`src/rtl/reg_serial_tx_pkg.sv`:
```
// Shared types and helpers for the parallel-in serial-out register transmitter.
package reg_serial_tx_pkg;

    typedef enum logic {
        TX_IDLE  = 1'b0,
        TX_SHIFT = 1'b1
    } tx_state_e;

    // Bit-counter width; only needs to reach WIDTH-1.
    function automatic int cnt_width(input int width);
        return (width <= 2) ? 1 : $clog2(width);
    endfunction

endpackage

```
`src/rtl/reg_serial_tx_slice.sv`:
```
// One bit of the transmit shift register: load, shift-from-neighbour or hold.
module tx_shift_slice (
    input  logic clk,
    input  logic clr,
    input  logic ld,
    input  logic sh,
    input  logic ld_bit,
    input  logic sh_bit,
    output logic q
);

    always_ff @(posedge clk) begin
        if (clr)     q <= 1'b0;
        else if (ld) q <= ld_bit;
        else if (sh) q <= sh_bit;
    end

endmodule

```
`src/rtl/reg_serial_tx.sv`:
```
// Parallel-in, serial-out transmitter with valid/ready load and back-to-back framing.
module reg_serial_tx
    import reg_serial_tx_pkg::*;
#(
    parameter int WIDTH     = 8,
    parameter int LSB_FIRST = 1
) (
    input  logic             clk,
    input  logic             clr,
    input  logic             ld_valid,
    output logic             ld_ready,
    input  logic [WIDTH-1:0] ld_data,
    input  logic             sh_en,
    output logic             sl_out,
    output logic             sl_frame,
    output logic             sl_last,
    output logic             tx_done
);

    localparam int CW = cnt_width(WIDTH);

    tx_state_e        state, state_nxt;
    logic [CW-1:0]    cnt;
    logic [WIDTH-1:0] sreg;
    logic [WIDTH-1:0] sh_in;
    logic             load, shift, fin;

    assign fin   = (state == TX_SHIFT) && (cnt == CW'(WIDTH - 1)) && sh_en;
    assign load  = ld_valid && ld_ready;
    assign shift = (state == TX_SHIFT) && sh_en && !(cnt == CW'(WIDTH - 1));

    // Neighbour wiring moves bits toward the output end; the far end fills with zero.
    for (genvar i = 0; i < WIDTH; i++) begin : g_slice
        if (LSB_FIRST != 0) begin : g_lsb
            if (i == WIDTH - 1) begin : g_end
                assign sh_in[i] = 1'b0;
            end else begin : g_mid
                assign sh_in[i] = sreg[i+1];
            end
        end else begin : g_msb
            if (i == 0) begin : g_end
                assign sh_in[i] = 1'b0;
            end else begin : g_mid
                assign sh_in[i] = sreg[i-1];
            end
        end

        tx_shift_slice u_slice (
            .clk    (clk),
            .clr    (clr),
            .ld     (load),
            .sh     (shift),
            .ld_bit (ld_data[i]),
            .sh_bit (sh_in[i]),
            .q      (sreg[i])
        );
    end

    always_ff @(posedge clk) begin
        if (clr) begin
            state   <= TX_IDLE;
            cnt     <= '0;
            tx_done <= 1'b0;
        end else begin
            state   <= state_nxt;
            tx_done <= fin;
            if (load)       cnt <= '0;
            else if (shift) cnt <= cnt + CW'(1);
        end
    end

    always_comb begin
        state_nxt = state;
        unique case (state)
            TX_IDLE:  if (load) state_nxt = TX_SHIFT;
            TX_SHIFT: if (fin)  state_nxt = ld_valid ? TX_SHIFT : TX_IDLE;
            default:            state_nxt = TX_IDLE;
        endcase
    end

    always_comb begin
        sl_frame = (state == TX_SHIFT);
        sl_last  = sl_frame && (cnt == CW'(WIDTH - 1));
        sl_out   = 1'b0;
        if (sl_frame) sl_out = (LSB_FIRST != 0) ? sreg[0] : sreg[WIDTH-1];
        // Ready opens on the consumed last bit so the next word follows with no gap.
        ld_ready = (state == TX_IDLE) || fin;
    end

endmodule

```
`config.mk`:
```
export PLATFORM = sky130hd
export DESIGN_NAME = reg_serial_tx
export DESIGN_NICKNAME = d
export VERILOG_FILES = /design/src/rtl/reg_serial_tx_pkg.sv /design/src/rtl/reg_serial_tx_slice.sv /design/src/rtl/reg_serial_tx.sv
export SDC_FILE = /design/constraint.sdc
export NUM_CORES = 1
export LEC_CHECK = 0
export ABC_AREA = 0
export BUFFER_PORTS_ARGS = -buffer_cell sky130_fd_sc_hd__clkbuf_2
export CORE_MARGIN = 2
export CORE_UTILIZATION = 25
export CTS_CLUSTER_SIZE = 30
export DETAILED_ROUTE_END_ITERATION = 12
export PLACE_DENSITY_LB_ADDON = 0.1
export SLEW_MARGIN = 10
export SYNTH_ARGS = -nofsm -noshare
export SYNTH_HDL_FRONTEND = slang
export SYNTH_SLANG_ARGS = --single-unit
```
`constraint.sdc`:
```
create_clock -name clk -period 2.06 [get_ports clk]
set_input_delay 0.309 -clock clk [delete_from_list [all_inputs] [get_ports clk]]
set_output_delay 0.309 -clock clk [all_outputs]
set_load 0.02 [all_outputs]
```
==> flow_metrics.py, run 1 <==
metrics = {
    "run_status": {
        "status": "completed",
    },
    "final_layout": {
        "multi_input_area_um2": 288,
        "ff_latch_area_um2": 260,
        "final_common_cell": "clkbuf_2",
        "diodes": 0,
        "drive_gt1_share_pct": 44.2,
        "nNetsFinal": 92,
        "syn2layout_area_growth_pct": 23.4,
        "instances_no_fill": 105,
        "final_cell_mix": "clkbuf_2, dfxtp_1, inv_1",
        "nFillCells": 251,
    },
    "routing": {
        "routed_wl_um": 1170,
        "drcViolationCount": 0,
        "drt_iter0_drc": 4,
        "ant_nets": 0,
        "avgViaCountPerCell": 4.48,
        "routed-via-count": 470,
        "firstDrtPassIters": 2,
        "wl_per_cell_um": 11.1,
    },
    "yosys": {
        "synthesis.area_um2": 593,
        "yosys_register_bits": 13,
        "seq_area_frac_synth_pct": 43.9,
        "synth_compound_area_share_pct": 26.8,
        "synthMuxAreaShare_pct": 3.38,
        "syn_inst": 58,
        "synth_top_family_by_area": "compound AO/OA/AOI/OAI gates",
        "yosysWarnings": 0,
        "synth_xor_area_share_pct": 1.48,
        "syn_nets": 72,
        "synth-simple-area-share_pct": 12.7,
        "synth_cell_type_count": 20,
        "synthAdderAreaFrac_pct": 4.22,
        "syn_area_per_cell_um2": 10.2,
    },
    "timing": {
        "layout_setup_ws_ns": 0.334,
        "fmax_mhz": 579,
        "slew_viol_final": 0,
        "fin_crit_ns": 1.73,
        "hold_viol": 0,
        "finalSetupTns_ns": 0,
        "max-slew-margin-rel_pct": 80.9,
        "fin_skew_ns": 0.00827,
        "setup_viol": 0,
        "finalCritPeriodShare_pct": 83.8,
        "hold_ws_ns": 0.295,
        "rsz0062_at_grt": "false",
        "tightest_slew_ns": 0.287,
    },
    "place": {
        "io_buffers": 16,
        "place_hpwl_um": 860,
        "gp_congestion": 0.669,
        "dp_slack_ns": 0.525,
        "placed_cells": 101,
    },
    "clocking": {
        "clkSlewWorstSetupHoldPaths_ns": 0.09,
        "cts_setup_buffers": 0,
        "tritoncts": "done",
        "ctsResizeCount": 0,
        "cts_buffers": 3,
        "h-tree-depth": 1,
        "cts_root_buf": "clkbuf_4",
        "hold_buffers": 0,
        "clockBufferDepth": 2,
        "clock_sinks": 13,
        "clk_latency_ns": 0.28,
    },
    "global_routing": {
        "grt_pass1_wl_um": 1930,
        "grt_start_max_net_pins": 15,
        "grt_pass1_vias": 437,
        "grt.overflow.total": 0,
        "track_usage_pct": 9.93,
        "antenna_found_initial": 0,
    },
    "floorplan": {
        "die-height_um": 52.7,
        "dieWidth_um": 52.7,
        "initial_core_util_pct": 26.6,
        "ios": 17,
        "rows": 17,
        "coreArea_mm2": 0.00223,
        "dieArea_mm2": 0.00278,
    },
    "power_and_ir_drop": {
        "p_leak_nw": 0.338,
        "vdd_drop_max_mv": 0.372,
        "power_density_mw_per_mm2": 704,
    },
    "worst_setup_path": {
        "critPathMaxFanout": 5,
        "worst_setup_path_start_kind": "flop",
        "path_class": "reg -> out",
        "arrival_ns": 1.42,
        "cp-end-kind": "output port",
        "required_ns": 1.75,
    },
    "hold_path": {
        "hold_path_class": "in -> reg",
    },
    "run": {
        "cap_violations": 0,
    },
}
## layout make-up
type | count | share of cell area, %
clock buffers | 3 | 3.08
clock inverters | 1 | 0.684
inverters | 9 | 4.62
multi-input cells | 34 | 39.3
flip-flops and latches | 13 | 35.6
well taps | 28 | 4.79
repair buffers | 17 | 12.0
## cell families (layout without fill, tap and decap cells)
kind of cell             after synthesis  in the layout
AO/OA/AOI/OAI                         18             18
XOR/XNOR                               1              1
adder cells (fa/ha/maj)                2              2
buffers and inverters                 11             30
flip-flops                            13             13
multiplexers                           2              2
AND/OR/NAND/NOR                       11             11
## critical path, cell delays in order, from the launching register on
cell	delay (ns)
dfxtp_1	0.33
ha_1	0.20
ha_1	0.21
a21bo_4	0.24
clkbuf_2	0.15
## worst paths after layout
path	start	endpoint	slack, ns	cells after the start
max	cnt[0]$_SDFFE_PP0P_	ld_ready	0.33	4
min	ld_data[7]	g_slice[7].u_slice.q$_SDFFE_PP0P_	0.29	3
max reg2reg	cnt[0]$_SDFFE_PP0P_	cnt[2]$_SDFFE_PP0P_	0.52	5
min reg2reg	g_slice[7].u_slice.q$_SDFFE_PP0P_	g_slice[7].u_slice.q$_SDFFE_PP0P_	0.49	2
## metal layers
| layer | share of wire (%) | global-route usage [%] | vias to the layer above |
|---|---|---|---|
| li1 | - | - | 246 |
| met1 | 51 | 11.6 | 207 |
| met2 | 41 | 15.0 | 15 |
| met3 | 7.5 | 6.29 | 2 |
| met4 | 0.94 | 2.56 | 0 |
| met5 | 0 | 0 | - |
## flip-flops by register name (all words and copies together) (netlist names)
name / cells
g_slice.u_slice.q: 8
cnt: 3
sl_frame: 1
tx_done: 1
## per-stage QoR
step,total power [mW],area (µm²),utilization (%)
floorplan,0.337,593,-
global placement,0.367,704,31.5
detailed placement,0.366,704,31.5
CTS,0.527,732,32.8
global route,0.553,732,32.8
finish,0.515,732,32.8
## power breakdown
group,switching (mW),internal (mW),total [mW],leakage [nW]
Clock,0.0842,0.0719,0.156,0.0177
Sequential,0.00988,0.268,0.278,0.107
Combinational,0.0399,0.0407,0.0806,0.213
Total,0.134,0.381,0.515,0.338
## cells in the mapped netlist
cell type  count  area, µm²
mux2i_1        2       20.0
nor3b_1        1       7.51
o221a_2        7       78.8
nand4b_1       1       8.76
nor3_1         3       15.0
a22oi_1        1       7.51
dfxtp_1       13        260
a21oi_1        8       40.0
nand2_1        1       3.75
o41ai_2        1       16.3
and3b_2        1       10.0
ha_1           2       25.0
xnor2_1        1       8.76
and2_4         1       8.76
and2_2         2       15.0
nand2b_1       1       6.26
clkbuf_1       1       3.75
buf_4          1       7.51
a21bo_4        1       16.3
inv_1          9       33.8
Power figures use the tool's default switching activity.
==> run 2: changes to the inputs <==
clock period = 1.5 ns   (was 2.06 ns; I/O delays follow)
==> run 2 against run 1 <==
Against the previous run:
- the flow now finishes with violations (setup timing)
- clock skew down 0.0066 ns
- largest cell class unchanged
- worst hold slack worse by 0.085 ns
- register-to-register slack worse by 0.50 ns
- via count up 8.9%
- first-iteration DRC count unchanged
- largest power group unchanged
==> flow_metrics.py, run 2 (same netlist as run 1, synthesis figures left out) <==
metrics = {
    "timing": {
        "max-slew-margin-rel_pct": 75.3,
        "fin_skew_ns": 0.00169,
        "tightest_slew_ns": 0.369,
        "finalCritPeriodShare_pct": 101,
        "layout_setup_ws_ns": -0.0194,
        "fin_crit_ns": 1.52,
        "slew_viol_final": 0,
        "rsz0062_at_grt": "true",
        "setup_viol": 1,
        "finalSetupTns_ns": -0.0194,
        "hold_viol": 0,
        "fmax_mhz": 658,
    },
    "final_layout": {
        "nFillCells": 245,
        "nNetsFinal": 95,
        "syn2layout_area_growth_pct": 46.6,
        "fin_area_um2": 870,
        "final_common_cell": "clkbuf_2",
        "largest_register_ff_count": 8,
        "final_cell_mix": "clkbuf_2, dfxtp_1, inv_1",
        "multi_input_area_um2": 378,
        "top_register": "g_slice.u_slice.q",
        "ff_latch_area_um2": 263,
        "diodes": 0,
        "instances_no_fill": 108,
        "reg_top3": "g_slice.u_slice.q x8, cnt x3",
        "drive_gt1_share_pct": 52.5,
    },
    "worst_setup_path": {
        "arrival_ns": 1.29,
        "worst_setup_path_start_kind": "flop",
        "critPathMaxFanout": 5,
        "cp-end-kind": "output port",
        "path_class": "reg -> out",
        "required_ns": 1.27,
    },
    "clocking": {
        "cts_root_buf": "clkbuf_4",
        "tritoncts": "done",
        "clock_sinks": 13,
        "cts_buffers": 3,
        "clkSlewWorstSetupHoldPaths_ns": 0.08,
        "h-tree-depth": 1,
        "clockBufferDepth": 2,
        "clk_latency_ns": 0.27,
    },
    "routing": {
        "avgViaCountPerCell": 4.74,
        "wl_per_cell_um": 12.0,
        "wl_met2_um": 654,
        "firstDrtPassIters": 2,
        "drcViolationCount": 0,
        "top_layer": "met4",
        "drt_iter0_drc": 4,
        "drt-met1-wl_um": 540,
        "routed_wl_um": 1300,
        "ant_nets": 0,
        "routed-via-count": 512,
        "wl_met3_um": 84,
    },
    "power_and_ir_drop": {
        "p_leak_nw": 0.373,
        "power_density_mw_per_mm2": 865,
        "pwr-share-seq_pct": 51.4,
        "vdd_drop_max_mv": 0.570,
        "internal_power_mw": 0.550,
        "p_comb_share_pct": 19.3,
        "p_switching_mw": 0.202,
        "p_clk_share_pct": 29.2,
        "swShare_pct": 26.9,
    },
    "global_routing": {
        "antenna_found_initial": 0,
        "grt_start_max_net_pins": 15,
        "grt.overflow.total": 0,
        "grt_pass1_vias": 492,
        "grt_pass1_wl_um": 2120,
        "track_usage_pct": 10.6,
    },
    "place": {
        "io_buffers": 16,
        "placed_cells": 102,
        "place_area_um2": 712,
        "dp_slack_ns": -0.0220,
        "gp_congestion": 0.667,
        "place_hpwl_um": 876,
    },
    "run_status": {
        "status": "finished with violations",
        "failed_checks": "setup timing",
    },
    "floorplan": {
        "initial_core_util_pct": 26.6,
        "dieWidth_um": 52.7,
        "ios": 17,
        "rows": 17,
        "coreArea_mm2": 0.00223,
        "dieArea_mm2": 0.00278,
        "die-height_um": 52.7,
    },
    "hold_path": {
        "hold_path_class": "in -> reg",
    },
    "run": {
        "cap_violations": 0,
    },
}
## run 2: changes by cell type in the layout (fill, tap and decap cells not counted), sizes merged
cell    delta
clkinv     -1
clkbuf     -1
buf        +5
## run 2: what timing repair did
action / 4_1_cts / 5_1_grt
pin swaps: 2 / 8
gates cloned: 0 / 0
setup buffers: 1 / 1
hold buffers: 0 / 0
setup endpoints to repair: 5 / 10
resized for setup: 10 / 11
## run 2: final cells by class
cell class	count	area share [%]
Inverter	9	3.88
Sequential cell	13	30.2
Timing Repair Buffer	20	15.4
Multi-Input combinational cell	34	43.5
Clock buffer	4	3.02
Tap cell	28	4.03
## run 2: power by group through the flow
stage	registers, mW	logic, mW	clock network, mW
global placement	0.390	0.115	0
CTS	0.383	0.119	0.231
detailed placement	0.390	0.115	0
global route	0.390	0.162	0.249
floorplan	0.389	0.0745	0
finish	0.387	0.145	0.220
## run 2: worst paths after layout
| kind | to | slack, ns | cells after the start | start |
|---|---|---|---|---|
| max | ld_ready | -0.02 | 4 | cnt[0]$_SDFFE_PP0P_ |
| min | g_slice[7].u_slice.q$_SDFFE_PP0P_ | 0.21 | 3 | ld_data[7] |
| max reg2reg | g_slice[1].u_slice.q$_SDFFE_PP0P_ | 0.02 | 5 | cnt[0]$_SDFFE_PP0P_ |
| min reg2reg | g_slice[7].u_slice.q$_SDFFE_PP0P_ | 0.49 | 2 | g_slice[7].u_slice.q$_SDFFE_PP0P_ |
## run 2: metal layers
metal  global-route usage (%)  vias up
met2                     16.9       14
met1                     12.2      239
met4                     5.13        0
li1                         -      257
met5                        0        -
met3                     4.29        2
## run 2: per-stage QoR
stage / power, mW / util, % / hold slack (ns)
final: 0.752 / 38.9 / 0.210
after global routing: 0.802 / 38.9 / 0.220
after CTS: 0.733 / 35.4 / 0.202
after detailed placement: 0.505 / 31.9 / 0.474
after global placement: 0.506 / 31.9 / 0.473
after floorplan: 0.463 / - / 0.326
## run 2: worst max-delay path, stage by stage (launching register included)
cell	delay, ns
dfxtp_2	0.34
ha_4	0.16
ha_4	0.16
a21bo_4	0.23
buf_8	0.13
==> run 3: changes to the inputs <==
ABC_AREA = 1   (was 0)
CORE_UTILIZATION = 45   (was 25)
==> run 3 against run 2 <==
Against the previous run:
- the run now ends clean
- maximum frequency grew 3.7%
- design area grew 13%
- flip-flop and latch count is the same
- final cell count grew 28%
- via count grew 41%
- register-to-register slack gained 0.04 ns
- setup slack gained 0.055 ns
- non-clock buffer count grew 9
- die area shrank 34%
- area after synthesis grew 15%
- first-iteration DRC count grew to 2.5 times the previous value
- critical path type unchanged
- critical endpoint unchanged
- largest power group unchanged
==> flow_metrics.py, run 3 <==
metrics = {
    "run_status": {
        "status": "completed",
    },
    "floorplan": {
        "dieArea_mm2": 0.00184,
        "dieWidth_um": 42.9,
        "initial_core_util_pct": 46.8,
        "coreArea_mm2": 0.00145,
        "rows": 14,
        "die-height_um": 42.9,
        "ios": 17,
    },
    "worst_setup_path": {
        "reg2reg_slack_ns": 0.06,
        "path_class": "reg -> out",
        "arrival_ns": 1.24,
        "cp_slowest_cell": "dfxtp_2",
        "crit_chain": "ha_4, ha_4, nand3_4, nand2_4, clkbuf_8",
        "crit_family": "flip-flops",
        "crit_buf_inv": 1,
        "worst_setup_path_start_kind": "flop",
        "crit_top_cell": "ha_4",
        "cp-end-kind": "output port",
        "critPathMaxFanout": 3,
        "required_ns": 1.27,
        "slowest_delay_ns": 0.34,
    },
    "clocking": {
        "clockBufferDepth": 2,
        "clock_sinks": 13,
        "tritoncts": "done",
        "h-tree-depth": 1,
        "clkSlewWorstSetupHoldPaths_ns": 0.08,
        "clk_latency_ns": 0.28,
        "cts_buffers": 3,
        "hold_buffers": 0,
        "cts_root_buf": "clkbuf_4",
    },
    "yosys": {
        "yosysWarnings": 0,
        "syn_nets": 109,
        "synth.top_cell.area_share_pct": 38.2,
        "synth_common_cells": "nand2_1, nand3_1, dfxtp_1",
        "syn_inst": 95,
        "async_reset_ff_share_pct": 0,
        "synth_cell_type_count": 18,
        "ys.flop_type": "dfxtp_1",
        "yosys-top-cells-area": "dfxtp_1, nand3_1, nand2_1",
        "seq_area_frac_synth_pct": 38.2,
        "syn_area_per_cell_um2": 7.16,
        "synthesis.area_um2": 681,
        "yosys_register_bits": 13,
        "synth.most_common_cell": "nand2_1",
        "synth_edf_count": 0,
        "yosys.area.top_type": "dfxtp_1",
    },
    "global_routing": {
        "antenna_found_initial": 0,
        "grt_pass1_vias": 634,
        "grt.overflow.total": 0,
        "grt_start_max_net_pins": 14,
        "track_usage_pct": 19.6,
        "grt_pass1_wl_um": 2670,
    },
    "timing": {
        "layout_setup_ws_ns": 0.0354,
        "fin_crit_ns": 1.46,
        "tightest_slew_ns": 0.322,
        "max-slew-margin-rel_pct": 78.5,
        "slew_viol_final": 0,
        "rsz0062_at_grt": "true",
        "finalCritPeriodShare_pct": 97.6,
        "setup_viol": 0,
        "hold_viol": 0,
        "fmax_mhz": 683,
        "fin_skew_ns": 0.00222,
    },
    "final_layout": {
        "nFillCells": 127,
        "instances_no_fill": 138,
        "largest_register_ff_count": 8,
        "top_register": "g_slice.u_slice.q",
        "nNetsFinal": 137,
        "final_cell_mix": "nand2_1, nand3_1, clkbuf_2",
        "reg_top3": "g_slice.u_slice.q x8, cnt x3",
        "final_util_pct": 67.3,
        "drive_gt1_share_pct": 41.8,
        "diodes": 0,
        "syn2layout_area_growth_pct": 43.7,
        "final_common_cell": "nand2_1",
        "fin_area_um2": 978,
    },
    "power_and_ir_drop": {
        "p_leak_nw": 0.464,
        "power_density_mw_per_mm2": 771,
        "vdd_drop_max_mv": 0.608,
        "total_power_mw": 0.754,
    },
    "place": {
        "gp_congestion": 0.792,
        "dp_slack_ns": 0.00180,
        "placed_cells": 128,
        "io_buffers": 16,
        "place_area_um2": 801,
        "place_hpwl_um": 1090,
    },
    "routing": {
        "firstDrtPassIters": 4,
        "drcViolationCount": 0,
        "routed_wl_um": 1650,
        "drt_iter0_drc": 10,
        "routed-via-count": 723,
        "avgViaCountPerCell": 5.24,
        "ant_nets": 0,
        "wl_per_cell_um": 11.9,
    },
    "hold_path": {
        "hold_path_class": "in -> reg",
    },
    "run": {
        "cap_violations": 0,
    },
}
## run 3: power by group
group          leakage [nW]  internal [mW]  total (mW)  switching [mW]
logic                 0.338         0.0739       0.160          0.0864
clock network        0.0177         0.0990       0.212           0.114
registers             0.108          0.365       0.381          0.0162
total                 0.464          0.538       0.754           0.216
## run 3: final timing paths
check                                                        from                                end  cells past startpoint
worst max register to register                cnt[0]$_SDFFE_PP0P_  g_slice[0].u_slice.q$_SDFFE_PP0P_                      8
worst min register to register  g_slice[3].u_slice.q$_SDFFE_PP0P_  g_slice[3].u_slice.q$_SDFFE_PP0P_                      2
worst max-delay path                          cnt[0]$_SDFFE_PP0P_                           ld_ready                      5
worst min-delay path                                   ld_data[7]  g_slice[7].u_slice.q$_SDFFE_PP0P_                      3
## run 3: area by class of cell
class / instances / area [µm²] / share of cell area [%]
clock inverter: 1 / 5.00 / 0.512
tap: 16 / 20.0 / 2.05
sequential: 13 / 267 / 27.2
multi-input combinational: 64 / 418 / 42.7
inverter: 12 / 45.0 / 4.60
timing repair buffer: 29 / 201 / 20.6
clock buffer: 3 / 22.5 / 2.30
## run 3: timing repair
action | CTS | global route
setup endpoints to repair | 7 | 11
setup buffers | 4 | 1
pin swaps | 2 | 4
gates resized for setup | 11 | 16
cloned | 0 | 1
## run 3: metrics by stage
stage          setup TNS [ns]  hold slack (ns)
2_1_floorplan               0            0.303
3_3_place_gp                0            0.467
3_5_place_dp                0            0.473
4_1_cts                     0            0.171
5_1_grt               -0.0444            0.216
6_report                    0            0.182
## run 3: logic make-up (layout without fill, tap and decap cells)
group / Yosys count / in the layout / synth area share, %
xor gates and xnor gates: 1 / 1 / 1.29
adders and majority gates: 2 / 2 / 3.68
and+or+nand+nor: 50 / 50 / 36.6
buffers and inverters: 18 / 45 / 11.4
DFF: 13 / 13 / 38.2
AOI/OAI and AO/OA: 11 / 11 / 8.82
## run 3: metal layers
layer | GRT usage [%] | wire length (µm) | vias up
li1 | - | - | 376
met1 | 24.6 | 750 | 324
met2 | 29.7 | 780 | 21
met3 | 7.66 | 102 | 2
met4 | 8.13 | 13 | 0
met5 | 0 | 0 | -
## run 3: worst reg2reg max path: stages, from the launching register on
cell     delay, ns
dfxtp_2       0.34
ha_4          0.16
ha_4          0.17
buf_4         0.13
inv_2         0.06
nand3_2       0.11
buf_4         0.19
nand3_1       0.10
a21oi_2       0.06
